`config.mk`:
```
export PLATFORM = sky130hd
export DESIGN_NAME = bus_master_if
export DESIGN_NICKNAME = d
export VERILOG_FILES = /design/src/rtl/bus_pkg.sv /design/src/rtl/bus_master_if.sv
export SDC_FILE = /design/constraint.sdc
export NUM_CORES = 1
export LEC_CHECK = 0
export ABC_AREA = 1
export BUFFER_PORTS_ARGS = -buffer_cell sky130_fd_sc_hd__buf_2
export CELL_PAD_IN_SITES_DETAIL_PLACEMENT = 2
export CELL_PAD_IN_SITES_GLOBAL_PLACEMENT = 2
export CORE_AREA = 2 2 114 138
export CTS_BUF_LIST = sky130_fd_sc_hd__clkbuf_8 sky130_fd_sc_hd__clkbuf_16
export CTS_CLUSTER_SIZE = 30
export DETAILED_ROUTE_END_ITERATION = 7
export DIE_AREA = 0 0 116 140
export GPL_TIMING_DRIVEN = 0
export PLACE_DENSITY_LB_ADDON = 0.1
export SETUP_SLACK_MARGIN = 0.3
export SYNTH_ARGS = -nofsm -noshare
export SYNTH_HDL_FRONTEND = slang
export SYNTH_SLANG_ARGS = --single-unit
export TNS_END_PERCENT = 5
```
`constraint.sdc`:
```
create_clock -name clk -period 1.4 [get_ports clk]
set_input_delay 0 -clock clk [delete_from_list [all_inputs] [get_ports clk]]
set_output_delay 0 -clock clk [all_outputs]
set_load 0.1 [all_outputs]
```
`src/rtl/bus_pkg.sv`:
```
// Shared definitions for the CPU-side bus master: data/address widths,
// read/write encoding and the access state machine encoding.
package bus_pkg;

    localparam int WORD        = 32;
    localparam int WORD_ADDR_W = 30;

    localparam logic RW_READ  = 1'b1;
    localparam logic RW_WRITE = 1'b0;

    // Access sequencing: wait for the CPU, win the arbiter, strobe, wait for the slave
    typedef enum logic [1:0] {
        IDLE   = 2'd0,
        REQ    = 2'd1,
        ACCESS = 2'd2,
        WAIT   = 2'd3
    } state_e;

    // The master is busy in every state except IDLE
    function automatic logic busy_state(input state_e s);
        return (s != IDLE);
    endfunction

endpackage

```
`src/rtl/bus_master_if.sv`:
```
// CPU-to-bus master bridge. Accepts one-cycle CPU access strobes, arbitrates
// for the shared bus, issues a single address-strobe cycle and waits for the
// slave's ready, aborting with an error pulse after TIMEOUT cycles.
// Every output is a flop so no input reaches an output combinationally.
module bus_master_if
    import bus_pkg::*;
#(
    parameter int TIMEOUT = 64
) (
    input  logic                   clk,
    input  logic                   rst,
    input  logic                   cpu_req,
    input  logic                   cpu_rw,
    input  logic [WORD_ADDR_W-1:0] cpu_addr,
    input  logic [WORD-1:0]        cpu_wr_data,
    output logic [WORD-1:0]        cpu_rd_data,
    output logic                   cpu_busy,
    output logic                   cpu_done,
    output logic                   cpu_err,
    output logic                   bus_req,
    input  logic                   bus_grnt,
    output logic                   bus_as,
    output logic                   bus_rw,
    output logic [WORD_ADDR_W-1:0] bus_addr,
    output logic [WORD-1:0]        bus_wr_data,
    input  logic [WORD-1:0]        bus_rd_data,
    input  logic                   bus_rdy
);

    // Last counter value allowed before the access is abandoned
    localparam logic [7:0] CNT_LIMIT = 8'(TIMEOUT - 1);

    state_e                 state_q, state_d;
    logic [7:0]             cnt_q, cnt_d;
    logic                   rw_q, rw_d;
    logic [WORD_ADDR_W-1:0] addr_q, addr_d;
    logic [WORD-1:0]        wdata_q, wdata_d;
    logic [WORD-1:0]        rdata_q, rdata_d;
    logic                   done_q, done_d;
    logic                   err_q, err_d;
    logic                   req_q, req_d;
    logic                   as_q, as_d;
    logic                   busy_q, busy_d;

    // Next-state, latch and completion logic for one bus access
    always_comb begin
        state_d = state_q;
        cnt_d   = cnt_q;
        rw_d    = rw_q;
        addr_d  = addr_q;
        wdata_d = wdata_q;
        rdata_d = rdata_q;
        done_d  = 1'b0;
        err_d   = 1'b0;

        case (state_q)
            IDLE: begin
                // Strobes are only honoured here, so nothing gets queued while busy
                if (cpu_req) begin
                    rw_d    = cpu_rw;
                    addr_d  = cpu_addr;
                    wdata_d = cpu_wr_data;
                    state_d = REQ;
                end
            end
            REQ: begin
                // No timeout while waiting for the arbiter
                if (bus_grnt) begin
                    cnt_d   = 8'd0;
                    state_d = ACCESS;
                end
            end
            ACCESS, WAIT: begin
                // Ready wins over the timeout when both land in the same cycle
                if (bus_rdy) begin
                    state_d = IDLE;
                    done_d  = 1'b1;
                    if (rw_q == RW_READ) begin
                        rdata_d = bus_rd_data;
                    end
                end else begin
                    cnt_d = cnt_q + 8'd1;
                    if (cnt_q == CNT_LIMIT) begin
                        state_d = IDLE;
                        done_d  = 1'b1;
                        err_d   = 1'b1;
                    end else begin
                        state_d = WAIT;
                    end
                end
            end
            default: begin
                state_d = IDLE;
            end
        endcase

        // Bus-side controls follow the state being entered so they line up with it
        req_d  = (state_d != IDLE);
        as_d   = (state_d == ACCESS);
        busy_d = busy_state(state_d);
    end

    // State, latched access and registered outputs; reset abandons any access
    always_ff @(posedge clk or negedge rst) begin
        if (!rst) begin
            state_q <= IDLE;
            cnt_q   <= 8'd0;
            rw_q    <= 1'b0;
            addr_q  <= '0;
            wdata_q <= '0;
            rdata_q <= '0;
            done_q  <= 1'b0;
            err_q   <= 1'b0;
            req_q   <= 1'b0;
            as_q    <= 1'b0;
            busy_q  <= 1'b0;
        end else begin
            state_q <= state_d;
            cnt_q   <= cnt_d;
            rw_q    <= rw_d;
            addr_q  <= addr_d;
            wdata_q <= wdata_d;
            rdata_q <= rdata_d;
            done_q  <= done_d;
            err_q   <= err_d;
            req_q   <= req_d;
            as_q    <= as_d;
            busy_q  <= busy_d;
        end
    end

    assign cpu_rd_data = rdata_q;
    assign cpu_busy    = busy_q;
    assign cpu_done    = done_q;
    assign cpu_err     = err_q;
    assign bus_req     = req_q;
    assign bus_as      = as_q;
    assign bus_rw      = rw_q;
    assign bus_addr    = addr_q;
    assign bus_wr_data = wdata_q;

endmodule

```
==> reports/metrics.csv, run 1 <==
stage,metric,value,unit
routing,first_pass_iters,4,
placed_design,place_hpwl,9490,µm
floorplanning,start_util,0.305,
timing,max_freq,746,MHz
synth,synth_common_cells,"dfrtp_1, mux2_4, nand2_1, mux2_2, inv_1",
floorplanning,io_pins,200,
global_routing,grt_max_degree,86,
synth,synth_edf_count,0,
flow_run,drv_cap,0,
clocking,cts_buffer_depth,2,
floorplanning,placementRows,49,
layout,final_util,0.489,
worst_setup_path,cp.required,1.63,ns
synth,syn_inst,285,
synth,ys_seq_elements,109,
clocking,clock_latency,0.35,ns
clocking,cts_buffers,9,
floorplanning,core-area,0.0148,mm²
clocking,cts.sinks,109,
timing,rsz0062_at_grt,yes,
routing,detail_route.iter0.violations,71,
synth,avgSynthCellArea,15.9,µm²
global_routing,antenna_found_initial,1,
timing,worst_pin_slew,0.520,ns
hold_path,min_path_type,in2async,
clocking,root_buffer,clkbuf_16,
worst_setup_path,slowest_stage,dfrtp_2,
synth,synth_area_leader_cell,dfrtp_1,
layout,syn_to_final_growth,60.3,%
global_routing,grt_pass1_wl,24100,µm
synth,synth_flop_cell,dfrtp_1,
status,outcome,finished clean,
timing,slew_headroom,0.655,
routing,viasPerCell,4.33,
timing,final_hold_viol_count,0,
worst_setup_path,slowest_delay,0.44,ns
synth,synth.distinct_cells,23,
global_routing,grt_pass1_vias,4224,
clocking,htreeDepth,3,
timing,fin_crit,1.34,ns
synth,yosys.cell_count.top_type,dfrtp_1,
timing,finalClockSkew,0.00709,ns
synth,synth_top_area_share,0.603,
routing,via_count,3510,
clocking,cts_tree,done,
timing,post-route-period-util,0.958,
synth,syn-cell-area,0.00453,mm²
layout,layout-drive-gt1-share,0.558,
worst_setup_path,arrival,1.57,ns
synth,synth.net_count,386,
routing,routedWlPerCell,18.8,µm
global_routing,grt_use_total,0.197,
synth,synth_seq_area_share,0.603,
worst_setup_path,cpMostUsedCell,buf_12,
clocking,clkSlewWorstSetupHoldPaths,0.07,ns
floorplanning,die_area,0.0162,mm²
worst_setup_path,crit_path_max_fanout,10,
layout,nets,702,
timing,slew_viol_final,0,
worst_setup_path,critPathKind,reg2reg,
global_routing,grt.overflow.total,0,
worst_setup_path,cp_cell_sequence,inv_2 > nand3_4 > buf_12 > buf_12 > mux2_4,
synth,ys_warn_count,0,
placed_design,gp_congestion,0.715,
routing,antenna_left,0,
routing,drc,0,
worst_setup_path,worst_setup_path_end_kind,flop,
layout,fillCellCount,1509,
floorplanning,die_h,140,µm
routing,routed_wl,15300,µm
floorplanning,fp.dieW,116,µm
placed_design,port_buffers,199,
timing,setup_viol,0,
synth,synthArstFlopShare,1.00,
synth,synth_area_leaders,"dfrtp_1, mux2_4, mux2_2",
worst_setup_path,startpoint_type,flop,
==> worst max-delay path: cells and delay by family, from the launching register on <==
kind / cells / cell delay, ns
multiplexers: 1 / 0.30
buffers and inverters: 3 / 0.40
AND/OR/NAND/NOR: 1 / 0.08
flip-flops: 1 / 0.44
==> state kept, by name (all words and copies together) (netlist names) <==
name         count
state_q          2
cpu_rd_data     32
cpu_done         1
bus_addr        30
cpu_err          1
bus_as           1
cnt_q            8
bus_rw           1
bus_wr_data     32
cpu_busy         1
==> final cells by class <==
type	count	area, µm²	area share
timing repair buffer	305	2060	0.284
antenna	1	2.50	0.000345
multi-input combinational	153	1670	0.230
inverter	12	45.0	0.00621
tap	204	255	0.0352
buffer	11	179	0.0247
sequential	109	2730	0.377
clock inverter	5	58.8	0.00810
clock buffer	11	253	0.0348
==> per-stage QoR <==
step	setup slack, ns	instance area [µm²]	cells	hold WS, ns	TNS [ns]
after floorplan	0.0326	4540	285	-0.296	0
after global placement	-1.44	5790	688	0.232	-122.16
after detailed placement	-0.147	5820	689	-0.123	-7.27
after CTS	0.0579	7240	810	0.0684	0
after global routing	0.0181	7260	811	0.0942	0
final	0.0589	7260	811	0.0836	0
==> cell families (layout without fill, tap and decap cells) <==
family                     count (synthesis)  count (layout)  synth area share
buffers and inverters                     23             344            0.0351
and+or+nand+nor                           50              50            0.0495
adders and majority gates                  1               1           0.00276
other                                      0               1                 0
muxes                                     95              95             0.301
AOI/OAI and AO/OA                          7               7           0.00912
DFF                                      109             109             0.603
==> path summary, 6_finish.rpt <==
check | cells after the start | slack, ns | to | startpoint
min in group clk | 4 | 0.18 | cpu_err | bus_rdy
worst min register to register | 1 | 0.50 | cpu_rd_data[31] | cpu_rd_data[31]
worst min-delay path | 2 | 0.08 | cpu_rd_data[23] | rst
worst max register to register | 5 | 0.06 | bus_wr_data[0] | state_q[1]
max in group asynchronous | 3 | 0.59 | bus_rw | rst
worst max-delay path | 5 | 0.06 | bus_wr_data[0] | state_q[1]
==> cell usage in the layout, fill, tap and decap left out, types with 2 or more instances in the layout <==
| cell | synthesis | layout |
|---|---|---|
| buf_4 | 1 | 8 |
| nand3_4 | 0 | 2 |
| nor2_1 | 10 | 10 |
| nand2_1 | 26 | 24 |
| clkbuf_16 | 0 | 9 |
| a21oi_1 | 3 | 3 |
| buf_6 | 9 | 2 |
| mux2_2 | 17 | 17 |
| nand4_1 | 2 | 2 |
| mux2_4 | 78 | 78 |
| buf_2 | 1 | 199 |
| dlygate4sd3_1 | 0 | 98 |
| buf_12 | 0 | 7 |
| clkbuf_8 | 0 | 2 |
| nand2_2 | 1 | 2 |
| dfrtp_1 | 109 | 107 |
| nor3_1 | 2 | 2 |
| clkinvlp_4 | 0 | 2 |
| nand3_1 | 5 | 5 |
| inv_1 | 11 | 11 |
==> repair_timing <==
item                                   4_1_cts  5_1_grt
hold buffers                                98        0
pin swaps                                    1        0
endpoints found under the hold margin      206        0
buffers inserted                             7        0
setup endpoints to repair                  209      209
gates resized for setup                     18        3
==> routing by layer <==
metal	routed length [µm]	global-route usage	vias to the layer above	share of wire
li1	-	-	1596	-
met1	5790	0.219	1772	0.38
met2	8310	0.366	121	0.54
met3	865	0.0411	21	0.057
met4	306	0.0683	0	0.020
met5	0	0	-	0
Power of run 1 is not shown: default switching activity piles up to over one toggle a cycle in this logic, so the estimate is an artifact.
==> run 2, diff against run 1 <==
ABC_AREA = default   (was 1)
CORE_AREA = 2 2 110 133   (was 2 2 114 138)
DIE_AREA = 0 0 112 135   (was 0 0 116 140)
clock period = 1.6 ns   (was 1.4 ns; I/O delays follow)
==> run 2 against run 1 <==
Sequential share of layout area is 0.71 points higher. Synthesized cell count is 8.1% lower. Area after synthesis is 1.5% lower. Global-route usage hardly changed. Clock skew is 0.0017 ns higher. Utilization is 2.8 points higher. Fmax is 11% lower. Critical path type unchanged. Largest cell class unchanged. Non-clock buffer count is 1 lower. Wire length is 7.3% lower.
==> reports/metrics.csv, run 2 <==
stage,metric,value,unit,change
status,outcome,finished clean,,
synth,synth_top_area_share,0.612,,+0.00913
timing,max_freq,662,MHz,-11%
worst_setup_path,arrival,1.75,ns,+0.18 ns
flow_run,drv_cap,0,,unchanged
synth,synth_area_leaders,"dfrtp_1, mux2_4, mux2_2",,
global_routing,gr-usage-met2,0.365,,-0.00162
clocking,root_buffer,clkbuf_16,,
routing,first_pass_iters,6,,+2
worst_setup_path,cp_cell_sequence,buf_6 > nor3b_4 > buf_6 > buf_12 > mux2_4,,
routing,routedWlPerCell,18.8,µm,about the same
floorplanning,core-area,0.0138,mm²,-7.3%
floorplanning,start_util,0.324,,+0.0189
global_routing,antenna_found_initial,0,,-1
timing,rsz0062_at_grt,yes,,
clocking,htreeDepth,3,,unchanged
global_routing,gr-max-usage-layer,met2,,
worst_setup_path,critPathLaunch,state_q[1],,
synth,synthArstFlopShare,1.00,,unchanged
global_routing,grt_util_met1,0.222,,+0.00329
synth,synth.distinct_cells,27,,+17%
layout,layout_common_cells,"buf_2, dfrtp_1, dlygate4sd3_1, mux2_4, mux2_2",,
placed_design,gp_congestion,0.682,,-4.6%
routing,antenna_left,0,,unchanged
timing,final_hold_viol_count,0,,unchanged
synth,synth_seq_area_share,0.612,,+0.00913
synth,syn_inst,262,,-8.1%
synth,syn-cell-area,0.00446,mm²,-1.5%
global_routing,grt_max_degree,63,,-27%
timing,worst_pin_slew,0.522,ns,+0.00127 ns
synth,ys_seq_elements,109,,unchanged
global_routing,grt.overflow.total,0,,unchanged
synth,synth.net_count,363,,-6.0%
placed_design,port_buffers,199,,unchanged
floorplanning,placementRows,47,,-4.1%
floorplanning,die_h,135,µm,-3.6%
synth,synth_area_leader_cell,dfrtp_1,,
layout,n_antenna_cell,0,,-1
clocking,clkSlewWorstSetupHoldPaths,0.07,ns,about the same
clocking,cts_tree,done,,
routing,detail_route.iter0.violations,71,,unchanged
timing,post-route-period-util,0.944,,-0.0139
routing,routed_wl,14200,µm,-7.3%
worst_setup_path,reg2reg_slack,0.09,ns,+0.03 ns
synth,synth_common_cells,"dfrtp_1, mux2_4, mux2_2, nand2_1, buf_12",,
layout,final_common_cell,buf_2,,
worst_setup_path,reg2reg_depth,5,,unchanged
clocking,cts_buffer_depth,2,,unchanged
clocking,cts.sinks,109,,unchanged
clocking,cts_buffers,9,,unchanged
floorplanning,io_pins,200,,unchanged
worst_setup_path,cpMostUsedCell,buf_6,,
global_routing,grt_pass1_vias,3980,,-5.8%
worst_setup_path,rr_startpoint,state_q[1],,
layout,syn_to_final_growth,59.7,%,
worst_setup_path,cp.required,1.84,ns,+0.21 ns
worst_setup_path,cp_num_cells,5,,unchanged
worst_setup_path,crit_path_max_fanout,10,,unchanged
routing,via_count,3346,,-4.7%
global_routing,grt_use_total,0.197,,about the same
timing,setup_viol,0,,unchanged
worst_setup_path,slowest_stage,dfrtp_1,,
hold_path,min_path_type,in2async,,
worst_setup_path,worst_setup_path_end_kind,flop,,
routing,drc,0,,unchanged
floorplanning,fp.dieW,112,µm,-3.4%
worst_setup_path,slowest_delay,0.37,ns,-0.07 ns
worst_setup_path,critPathTopFamily,buffers and inverters,,
routing,viasPerCell,4.45,,+2.8%
clocking,clock_latency,0.36,ns,about the same
worst_setup_path,critPathBufInv,3,,unchanged
worst_setup_path,r2r-end,bus_addr[17],,
timing,holdWs,0.146,ns,+0.0622 ns
synth,synth_flop_cell,dfrtp_1,,
synth,yosys.cell_count.top_type,dfrtp_1,,
worst_setup_path,critPathKind,reg2reg,,
placed_design,place_hpwl,8830,µm,-7.0%
floorplanning,die_area,0.0151,mm²,-6.9%
timing,finalClockSkew,0.00883,ns,+0.00174 ns
synth,ys_warn_count,0,,unchanged
worst_setup_path,startpoint_type,flop,,
synth,synth_edf_count,0,,unchanged
layout,layout-drive-gt1-share,0.568,,+0.0102
global_routing,grt_util_met3,0.0386,,-0.00251
global_routing,grt_pass1_wl,22800,µm,-5.4%
synth,avgSynthCellArea,17.0,µm²,+7.2%
timing,slew_viol_final,0,,unchanged
timing,fin_crit,1.51,ns,+0.169 ns
layout,nets,677,,-3.6%
timing,slew_headroom,0.655,,-0.000842
run 2: changes by cell type after synthesis, moves of 2 or more:
cell and delta:
or3_1 +4, mux2_4 -18, buf_12 +6, nand3_2 -2, nand2_1 -19, buf_6 -7
inv_1 -8, nor2_1 -8, buf_2 +2, mux2_2 +18, o21ai_0 +4, nand3b_1 +2
run 2: metrics by stage:
stage / utilization / cells / setup TNS (ns) / instance area [µm²] / setup slack, ns
finish: 0.517 / 752 / 0 / 7120 / 0.0894
global route: 0.517 / 752 / 0 / 7120 / 0.0258
global placement: 0.413 / 632 / -91.21 / 5690 / -1.22
floorplan: - / 262 / 0 / 4480 / 0.189
CTS: 0.515 / 750 / 0 / 7090 / 0.0757
detailed placement: 0.416 / 633 / 0 / 5720 / 0.0189
run 2: routing by layer:
metal | routed length [µm] | share of wire | vias up
met4 | 346 | 0.024 | 0
met3 | 647 | 0.046 | 21
li1 | - | - | 1544
met2 | 7760 | 0.55 | 115
met1 | 5400 | 0.38 | 1666
met5 | 0 | 0 | -
run 2: cells by family (layout without fill, tap and decap cells):
kind of cell,count (synthesis),count (layout),share of synthesized area
AOI/OAI and AO/OA,12,12,0.0152
xor gates and xnor gates,1,1,0.00196
muxes,96,96,0.293
and+or+nand+nor,28,28,0.0362
DFF,109,109,0.612
buffers and inverters,15,334,0.0396
adders and majority gates,1,1,0.00281
run 2: final cells by class:
| class | count | area (µm²) |
|---|---|---|
| inverters | 3 | 11.3 |
| clock buffers | 10 | 239 |
| clock inverters | 6 | 103 |
| well taps | 171 | 214 |
| repair buffers | 303 | 2070 |
| plain buffers | 12 | 173 |
| multi-input cells | 138 | 1580 |
| fillers | 1328 | 6640 |
| flip-flops and latches | 109 | 2730 |
run 2: worst max path at each step:
stage	slack, ns	to
floorplan	0.19	bus_addr[0]
global placement	-1.22	bus_rw
detailed placement	0.02	state_q[1]
CTS	0.08	bus_wr_data[19]
global route	0.03	bus_wr_data[5]
finish	0.09	bus_addr[17]
run 2: repair_timing:
item | CTS | global route
endpoints found under the setup margin | 102 | 102
hold endpoints to repair | 146 | 0
setup buffers | 1 | 1
hold buffers | 99 | 0
cloned | 1 | 1
gates resized for setup | 5 | 0
Power of run 2 is left out for the same reason.
